### src/rtl/lcd_pkg.sv
// LCD controller shared definitions: address map, control bits, scan geometry.
// Latency: n/a (types, constants and pure helper functions only).
// Backpressure: n/a.
package lcd_pkg;

  // Bus address map
  localparam logic [11:0] SEG0_BASE = 12'hE00;
  localparam logic [11:0] SEG1_BASE = 12'hE80;
  localparam logic [11:0] CTRL_ADDR = 12'hF71;
  localparam logic [11:0] SEG_SPAN  = 12'h050;

  // Offsets inside a segment
  localparam logic [6:0] ICON_LO_OFS = 7'h40;
  localparam logic [6:0] ICON_HI_OFS = 7'h41;

  // Control register bit positions (bits 1:0 are plain storage)
  localparam int CTRL_ALOFF = 3;
  localparam int CTRL_ALON  = 2;

  // Geometry and widths
  localparam int NIB_W      = 4;
  localparam int X_W        = 5;
  localparam int Y_W        = 4;
  localparam int ICON_W     = 8;
  localparam int SEG_DEPTH  = 80;
  localparam int VRAM_DEPTH = 2 * SEG_DEPTH;
  localparam int VRAM_AW    = 8;

  typedef enum logic [1:0] {
    IDLE  = 2'd0,
    FETCH = 2'd1,
    EMIT  = 2'd2,
    ICONS = 2'd3
  } lcd_state_e;

  // Result of decoding a bus address against the two display segments
  typedef struct packed {
    logic       hit;
    logic       seg;
    logic [6:0] ofs;
  } vram_dec_t;

  // Display segment decode; the 12-bit subtraction wraps for addresses below
  // a base, so a single unsigned compare gives the in-window test.
  function automatic vram_dec_t decode_vram(input logic [11:0] addr);
    vram_dec_t dec;
    dec = '0;
    if ((addr - SEG0_BASE) < SEG_SPAN) begin
      dec.hit = 1'b1;
      dec.seg = 1'b0;
      dec.ofs = 7'(addr - SEG0_BASE);
    end else if ((addr - SEG1_BASE) < SEG_SPAN) begin
      dec.hit = 1'b1;
      dec.seg = 1'b1;
      dec.ofs = 7'(addr - SEG1_BASE);
    end
    return dec;
  endfunction

  // Flat VRAM word index: segment 1 lives above the 80 words of segment 0
  function automatic logic [VRAM_AW-1:0] vram_index(input logic seg, input logic [6:0] ofs);
    return seg ? (VRAM_AW'(ofs) + VRAM_AW'(SEG_DEPTH)) : VRAM_AW'(ofs);
  endfunction

  // All-off has priority over all-on; otherwise the stored dot passes through
  function automatic logic pix_override(input logic aloff, input logic alon, input logic raw);
    return aloff ? 1'b0 : (alon ? 1'b1 : raw);
  endfunction

  function automatic logic [ICON_W-1:0] icon_override(input logic aloff, input logic alon,
                                                       input logic [ICON_W-1:0] raw);
    return aloff ? '0 : (alon ? '1 : raw);
  endfunction

endpackage

### src/rtl/lcd_vram.sv
// Display RAM, 160 x 4: one bus write port, two synchronous read ports.
// Latency: 1 cycle on both read ports; a same-cycle write is not visible (read-before-write).
// Backpressure: none; port B only updates when its enable is high so held data stays stable.
module lcd_vram
  import lcd_pkg::*;
(
  input  logic               clk,
  input  logic               wr_en_i,
  input  logic [VRAM_AW-1:0] wr_addr_i,
  input  logic [NIB_W-1:0]   wr_data_i,
  input  logic [VRAM_AW-1:0] rda_addr_i,
  output logic [NIB_W-1:0]   rda_data_o,
  input  logic               rdb_en_i,
  input  logic [VRAM_AW-1:0] rdb_addr_i,
  output logic [NIB_W-1:0]   rdb_data_o
);

  logic [NIB_W-1:0] mem_q [VRAM_DEPTH];
  logic [NIB_W-1:0] rda_q;
  logic [NIB_W-1:0] rdb_q;

  // Storage and both read ports; contents intentionally survive reset
  always_ff @(posedge clk) begin
    if (wr_en_i) begin
      mem_q[wr_addr_i] <= wr_data_i;
    end
    rda_q <= mem_q[rda_addr_i];
    if (rdb_en_i) begin
      rdb_q <= mem_q[rdb_addr_i];
    end
  end

  assign rda_data_o = rda_q;
  assign rdb_data_o = rdb_q;

endmodule

### src/rtl/lcd_controller.sv
// LCD controller: bus-mapped display RAM + control reg, 32x16 raster scan out, icon export.
// Latency: bus read data one cycle after address; one pixel per two cycles when pixel_ready is high.
// Backpressure: pixel_valid/x/y/on hold while pixel_ready is low. Macro LCD_READBACK_EN enables VRAM reads.
module lcd_controller
  import lcd_pkg::*;
(
  input  logic              clk,
  input  logic              reset_n,
  input  logic [11:0]       memory_addr,
  input  logic              memory_write_en,
  input  logic [NIB_W-1:0]  memory_write_data,
  output logic [NIB_W-1:0]  read_data,
  output logic              read_hit,
  input  logic              start_frame,
  output logic              pixel_valid,
  input  logic              pixel_ready,
  output logic [X_W-1:0]    pixel_x,
  output logic [Y_W-1:0]    pixel_y,
  output logic              pixel_on,
  output logic              frame_done,
  output logic [ICON_W-1:0] icons
);

  // ---------------------------------------------------------------- bus decode
  vram_dec_t          bus_dec;
  logic [VRAM_AW-1:0] bus_idx;
  logic               ctrl_sel;
  logic               vram_we;
  logic               rb_hit;

  assign bus_dec  = decode_vram(memory_addr);
  assign bus_idx  = vram_index(bus_dec.seg, bus_dec.ofs);
  assign ctrl_sel = (memory_addr == CTRL_ADDR);
  assign vram_we  = memory_write_en && bus_dec.hit;

`ifdef LCD_READBACK_EN
  assign rb_hit = bus_dec.hit;
`else
  // Display RAM is write-only from the bus side
  assign rb_hit = 1'b0;
`endif

  // ---------------------------------------------------------------- registers
  logic [NIB_W-1:0]  ctrl_q;
  logic [ICON_W-1:0] icon_raw_q;
  logic              rd_vram_sel_q;
  logic              read_hit_q;
  logic [NIB_W-1:0]  rd_ctrl_q;

  lcd_state_e        state_q;
  logic [X_W-1:0]    x_q;
  logic [Y_W-1:0]    y_q;
  logic              valid_q;
  logic              done_q;
  logic [ICON_W-1:0] icons_q;
  logic              mode_aloff_q;
  logic              mode_alon_q;

  logic [NIB_W-1:0]   rda_data;
  logic [NIB_W-1:0]   rdb_data;
  logic [VRAM_AW-1:0] scan_idx;
  logic               scan_fetch;

  // Control register: bus writable, cleared by reset
  always_ff @(posedge clk) begin
    if (!reset_n) begin
      ctrl_q <= '0;
    end else if (memory_write_en && ctrl_sel) begin
      ctrl_q <= memory_write_data;
    end
  end

  // Shadow of the two icon nibbles so the frame end can latch all 8 bits at
  // once without a second VRAM port; like VRAM it is not cleared by reset.
  always_ff @(posedge clk) begin
    if (vram_we && !bus_dec.seg && (bus_dec.ofs == ICON_LO_OFS)) begin
      icon_raw_q[3:0] <= memory_write_data;
    end
    if (vram_we && !bus_dec.seg && (bus_dec.ofs == ICON_HI_OFS)) begin
      icon_raw_q[7:4] <= memory_write_data;
    end
  end

  // Read response pipeline: hit and source select are captured with the address
  always_ff @(posedge clk) begin
    if (!reset_n) begin
      rd_vram_sel_q <= 1'b0;
      read_hit_q    <= 1'b0;
      rd_ctrl_q     <= '0;
    end else begin
      rd_vram_sel_q <= rb_hit;
      read_hit_q    <= rb_hit || ctrl_sel;
      rd_ctrl_q     <= ctrl_sel ? ctrl_q : '0;
    end
  end

  assign read_data = rd_vram_sel_q ? rda_data : rd_ctrl_q;
  assign read_hit  = read_hit_q;

  // ---------------------------------------------------------------- VRAM
  // Scan address: a nibble holds four vertically adjacent dots of one column
  assign scan_idx   = vram_index(y_q[3], {1'b0, x_q, y_q[2]});
  assign scan_fetch = (state_q == FETCH);

  lcd_vram u_vram (
    .clk        (clk),
    .wr_en_i    (vram_we),
    .wr_addr_i  (bus_idx),
    .wr_data_i  (memory_write_data),
    .rda_addr_i (bus_idx),
    .rda_data_o (rda_data),
    .rdb_en_i   (scan_fetch),
    .rdb_addr_i (scan_idx),
    .rdb_data_o (rdb_data)
  );

  // Scan FSM: raster walk, x fastest; each pixel costs one fetch and one emit cycle
  always_ff @(posedge clk) begin
    if (!reset_n) begin
      state_q      <= IDLE;
      x_q          <= '0;
      y_q          <= '0;
      valid_q      <= 1'b0;
      done_q       <= 1'b0;
      icons_q      <= '0;
      mode_aloff_q <= 1'b0;
      mode_alon_q  <= 1'b0;
    end else begin
      done_q <= 1'b0;
      unique case (state_q)
        IDLE: begin
          if (start_frame) begin
            x_q     <= '0;
            y_q     <= '0;
            state_q <= FETCH;
          end
        end
        FETCH: begin
          // Override mode is frozen with the dot so a held pixel cannot change
          mode_aloff_q <= ctrl_q[CTRL_ALOFF];
          mode_alon_q  <= ctrl_q[CTRL_ALON];
          valid_q      <= 1'b1;
          state_q      <= EMIT;
        end
        EMIT: begin
          if (pixel_ready) begin
            valid_q <= 1'b0;
            x_q     <= x_q + 1'b1;
            if (x_q == X_W'(31)) begin
              y_q     <= y_q + 1'b1;
              state_q <= (y_q == Y_W'(15)) ? ICONS : FETCH;
            end else begin
              state_q <= FETCH;
            end
          end
        end
        ICONS: begin
          icons_q <= icon_override(ctrl_q[CTRL_ALOFF], ctrl_q[CTRL_ALON], icon_raw_q);
          done_q  <= 1'b1;
          state_q <= IDLE;
        end
        default: state_q <= IDLE;
      endcase
    end
  end

  // Dot select from the fetched nibble; every input here is a register held during EMIT
  assign pixel_on    = valid_q && pix_override(mode_aloff_q, mode_alon_q, rdb_data[y_q[1:0]]);
  assign pixel_valid = valid_q;
  assign pixel_x     = x_q;
  assign pixel_y     = y_q;
  assign frame_done  = done_q;
  assign icons       = icons_q;

endmodule

### config.mk
export PLATFORM = sky130hd
export DESIGN_NAME = lcd_controller
export DESIGN_NICKNAME = d
export VERILOG_FILES = /design/src/rtl/lcd_pkg.sv /design/src/rtl/lcd_vram.sv /design/src/rtl/lcd_controller.sv
export SDC_FILE = /design/constraint.sdc
export NUM_CORES = 1
export LEC_CHECK = 0
export BUFFER_PORTS_ARGS = -buffer_cell sky130_fd_sc_hd__clkbuf_2
export CORE_UTILIZATION = 50
export CTS_BUF_LIST = sky130_fd_sc_hd__clkbuf_16
export DETAILED_ROUTE_END_ITERATION = 10
export PLACE_DENSITY = 0.64
export SLEW_MARGIN = 20
export SYNTH_ARGS = -nofsm -noshare
export SYNTH_HDL_FRONTEND = slang
export SYNTH_SLANG_ARGS = --single-unit
### constraint.sdc
create_clock -name clk -period 3.9 [get_ports clk]
set_clock_uncertainty 0.2 [all_clocks]
set_input_delay 0.195 -clock clk [delete_from_list [all_inputs] [get_ports clk]]
set_output_delay 0.195 -clock clk [all_outputs]
set_load 0.005 [all_outputs]
==> flow_summary_export.csv <==
group,metric,value,unit
placed_design,io_buffers,45,
sta,fin_crit_sh,88.2,%
placed_design,dp_worst_setup_slack,0.116,ns
synth,synth_top_family_by_area,"multiplexers",
sta,slew_headroom,39.0,%
route,totalWireLength,65200,microns
clock_network,clock_path_buffers,3,
synth,yosysSeqAreaShare,73.2,%
pwr,power_density,474,mW/mm^2
route,avgViaCountPerCell,6.12,
grt,antenna_found_initial,0,
setup_path,cp.arrival,3.53,ns
route,wl_per_cell,27.3,microns
sta,fin_ws,0.458,ns
floorplan,core,0.0542,sq mm
route,drc,0,
route,first_pass_iters,7,
sta,rsz0062_at_grt,"no",
synth,synth-compound-area-share,2.44,%
grt,grt_pass1_vias,14784,
finish,final_cells,2386,
setup_path,r2r_end,"u_vram.rdb_data_o[1]$_DFFE_PP_",
sta,finalSetupTns,0,ns
floorplan,die_h,237,microns
finish,final_cell_area,0.0314,sq mm
setup_path,rrSetupSlack,0.52,ns
floorplan,rows,85,
clock_network,clkTransAtPathRegs,0.06,ns
synth,synthSimpleGateAreaFrac,6.54,%
grt,grt_max_degree,92,
run,maxCapViolCount,0,
sta,drv_slew,0,
grt,grt-ovfl-total,0,
synth,synth_seq_cells,684,
synth,synth_cell_types,59,
synth,ys_warn_count,0,
run_status,violations,"hold timing",
pwr,finalPower,14.9,mW
setup_path,startpoint,"memory_addr[11]",
clock_network,clk_latency,0.62,ns
floorplan,start_util,50.9,%
floorplan,die_area,0.0562,sq mm
setup_path,reg2reg_from,"pixel_x[1]$_SDFFE_PN0P_",
finish,fin_util,57.8,%
run_status,status,"complete, but fails checks",
synth,synthMuxAreaShare,15.4,%
sta,post-route-min-period,3.44,ns
placed_design,hpwlAfterDp,40900,microns
sta,whs,-0.00319,ns
synth,syn_area_per_cell,18.3,sq um
pwr,vdd_drop_max,314,uV
pwr,p_leak,9.62,nW
setup_path,reg2regPathDepth,6,
sta,tightest_slew,0.913,ns
synth,ys_async_sr_fraction,0,%
finish,n_fill_cell,3990,
synth,synthCells,1510,
synth,synth_nets,1539,
synth,synth-edff-count,652,
finish,area_delta_synth_final,13.5,%
floorplan,fp.dieW,237,microns
grt,grt.total_usage,23.9,%
sta,hold_violations,4,
setup_path,crit_required,3.99,ns
clock_network,htreeDepth,3,
finish,drive_gt1_share,23.8,%
route,dr.first_iter.drc_count,1400,
clock_network,cts_tree,"done",
synth,netlist_area,0.0276,sq mm
clock_network,numClockSinks,684,
setup_path,crit_path_max_fanout,9,
placed_design,place_area,0.0290,sq mm
hold_path,hold_path_class,"input port to flop",
clock_network,cts_root_buffer,"clkbuf_16",
placed_design,place_inst,2249,
grt,grt_first_pass_wirelength,97300,microns
route,drtAntennaViolNets,0,
finish,nets,1664,
setup_path,crit_path_end_kind,"flop",
floorplan,io-pin-count,46,
placed_design,gp_congestion,0.869,
synth,synth_fa_ha_area_share,0.362,%
route,vias,14614,
synth,synth_ff_type,"edfxtp_1",
sta,setup_viol,0,
sta,max_freq,291,MHz
clock_network,cts_resized,0,
clock_network,cts_made_buffers,70,
setup_path,critPathKind,"input port to flop",
finish,antenna_cells,0,
setup_path,crit_end,"u_vram.mem_q[110][3]$_DFFE_PP_",
synth,synthXorXnorAreaFrac,0.308,%
setup_path,cp-start-kind,"input port",
final cells by class:
cell class	instances	area, sq um	area share, %
clock buffer	72	1800	5.75
clock inverter	55	412	1.31
inverter	12	45.0	0.144
multi-input combinational	733	6940	22.1
sequential	684	20200	64.5
tap	696	871	2.78
timing repair buffer	134	1050	3.36
Yosys cell counts, types with 6 or more instances:
library cell,instances,area share [%]
edfxtp_1,652,71
nor2_1,194,2.6
mux4_2,150,12
mux2i_1,81,2.9
nand2_1,71,0.96
buf_2,35,0.63
nor2b_1,35,0.79
dfxtp_1,32,2.3
clkbuf_1,28,0.38
nand3_1,25,0.45
a21oi_1,22,0.40
a22oi_1,21,0.57
buf_4,12,0.33
inv_1,12,0.16
nor3_1,12,0.22
a31oi_1,10,0.23
nor2_4,10,0.41
and3_1,8,0.18
ha_1,8,0.36
nand4_1,7,0.16
and2_1,6,0.14
buf_6,6,0.24
mux2_2,6,0.24
sequential cells by signal (all words and copies together) (netlist names):
name and cells:
ctrl_q 4, u_vram.rdb_data_o 4, pixel_y 4, mode_alon_q 1, mode_aloff_q 1, pixel_valid 1
read_hit 1, icon_raw_q 8, u_vram.mem_q 640, pixel_x 5, state_q 2, frame_done 1
icons 8, rd_ctrl_q 4
layout by cell type (no fill, tap or decap), types with 4 or more instances in the layout:
cell           instances
xnor2_1                4
nand2_1               71
buf_4                 73
mux2i_1               81
a2111oi_0              4
dlygate4sd3_1         10
nor2_1               194
a31oi_1                9
mux2_2                 6
nor3_1                12
clkinv_2               7
nor2_4                10
clkbuf_16             72
inv_1                 26
edfxtp_1             652
mux4_2               150
and2_1                 6
a21oi_1               22
nand3_1               25
a22oi_1               21
and3_1                 8
clkinvlp_4             6
dfxtp_1               28
nor4_1                 4
inv_6                  5
nor2b_1               35
ha_1                   8
bufinv_16              5
clkinv_1              16
nand4_1                7
clkbuf_2              41
buf_12                10
worst min-delay path by stage:
| stage | startpoint | endpoint | slack, ns | cells after the start |
|---|---|---|---|---|
| final | memory_write_data[0] | u_vram.mem_q[36][0]$_DFFE_PP_ | -0.003 | 1 |
| after detailed placement | ctrl_q[0]$_SDFFE_PN0P_ | rd_ctrl_q[0]$_SDFF_PN0_ | 0.27 | 1 |
| after global routing | memory_write_data[0] | u_vram.mem_q[38][0]$_DFFE_PP_ | 0.04 | 1 |
| after floorplan | memory_write_data[0] | icon_raw_q[0]$_DFFE_PP_ | 0.09 | 0 |
| after CTS | memory_write_data[0] | u_vram.mem_q[38][0]$_DFFE_PP_ | 0.009 | 1 |
| after global placement | ctrl_q[1]$_SDFFE_PN0P_ | rd_ctrl_q[1]$_SDFF_PN0_ | 0.27 | 1 |
logic make-up after synthesis:
family,Yosys count
AO/OA/AOI/OAI,93
buffers and inverters,93
flip-flops,684
multiplexers,237
adder cells (fa/ha/maj),8
AND/OR/NAND/NOR,387
XOR/XNOR,8
power by group:
| part | internal (mW) | leakage, nW | switching (mW) |
|---|---|---|---|
| combinational | 0.111 | 2.38 | 0.235 |
| sequential | 8.04 | 6.12 | 0.00856 |
| clock | 3.70 | 1.12 | 2.78 |
| total | 11.8 | 9.62 | 3.02 |
layer usage:
layer	up-vias	part of all wire (%)	track usage (%)
met4	0	2.9	8.19
met5	-	0	0
met1	7593	41	32.9
met2	623	48	37.7
li1	6282	-	-
met3	116	7.9	5.67
critical path: stages:
cell	delay (ns)
dlygate4sd3_1	0.53
clkbuf_2	0.15
and3_1	0.16
o221a_2	0.23
o21bai_1	0.18
nand2_1	0.14
and2_1	0.20
ha_1	0.25
a21oi_1	0.21
and4b_1	0.30
nand3_1	0.35
buf_4	0.33
nor2_1	0.31
timing repair:
item                      in CTS  in global routing
hold buffers                  10                  0
buffers inserted               0                  0
hold endpoints to repair      40                  0
(Power assumes the default switching activity.)
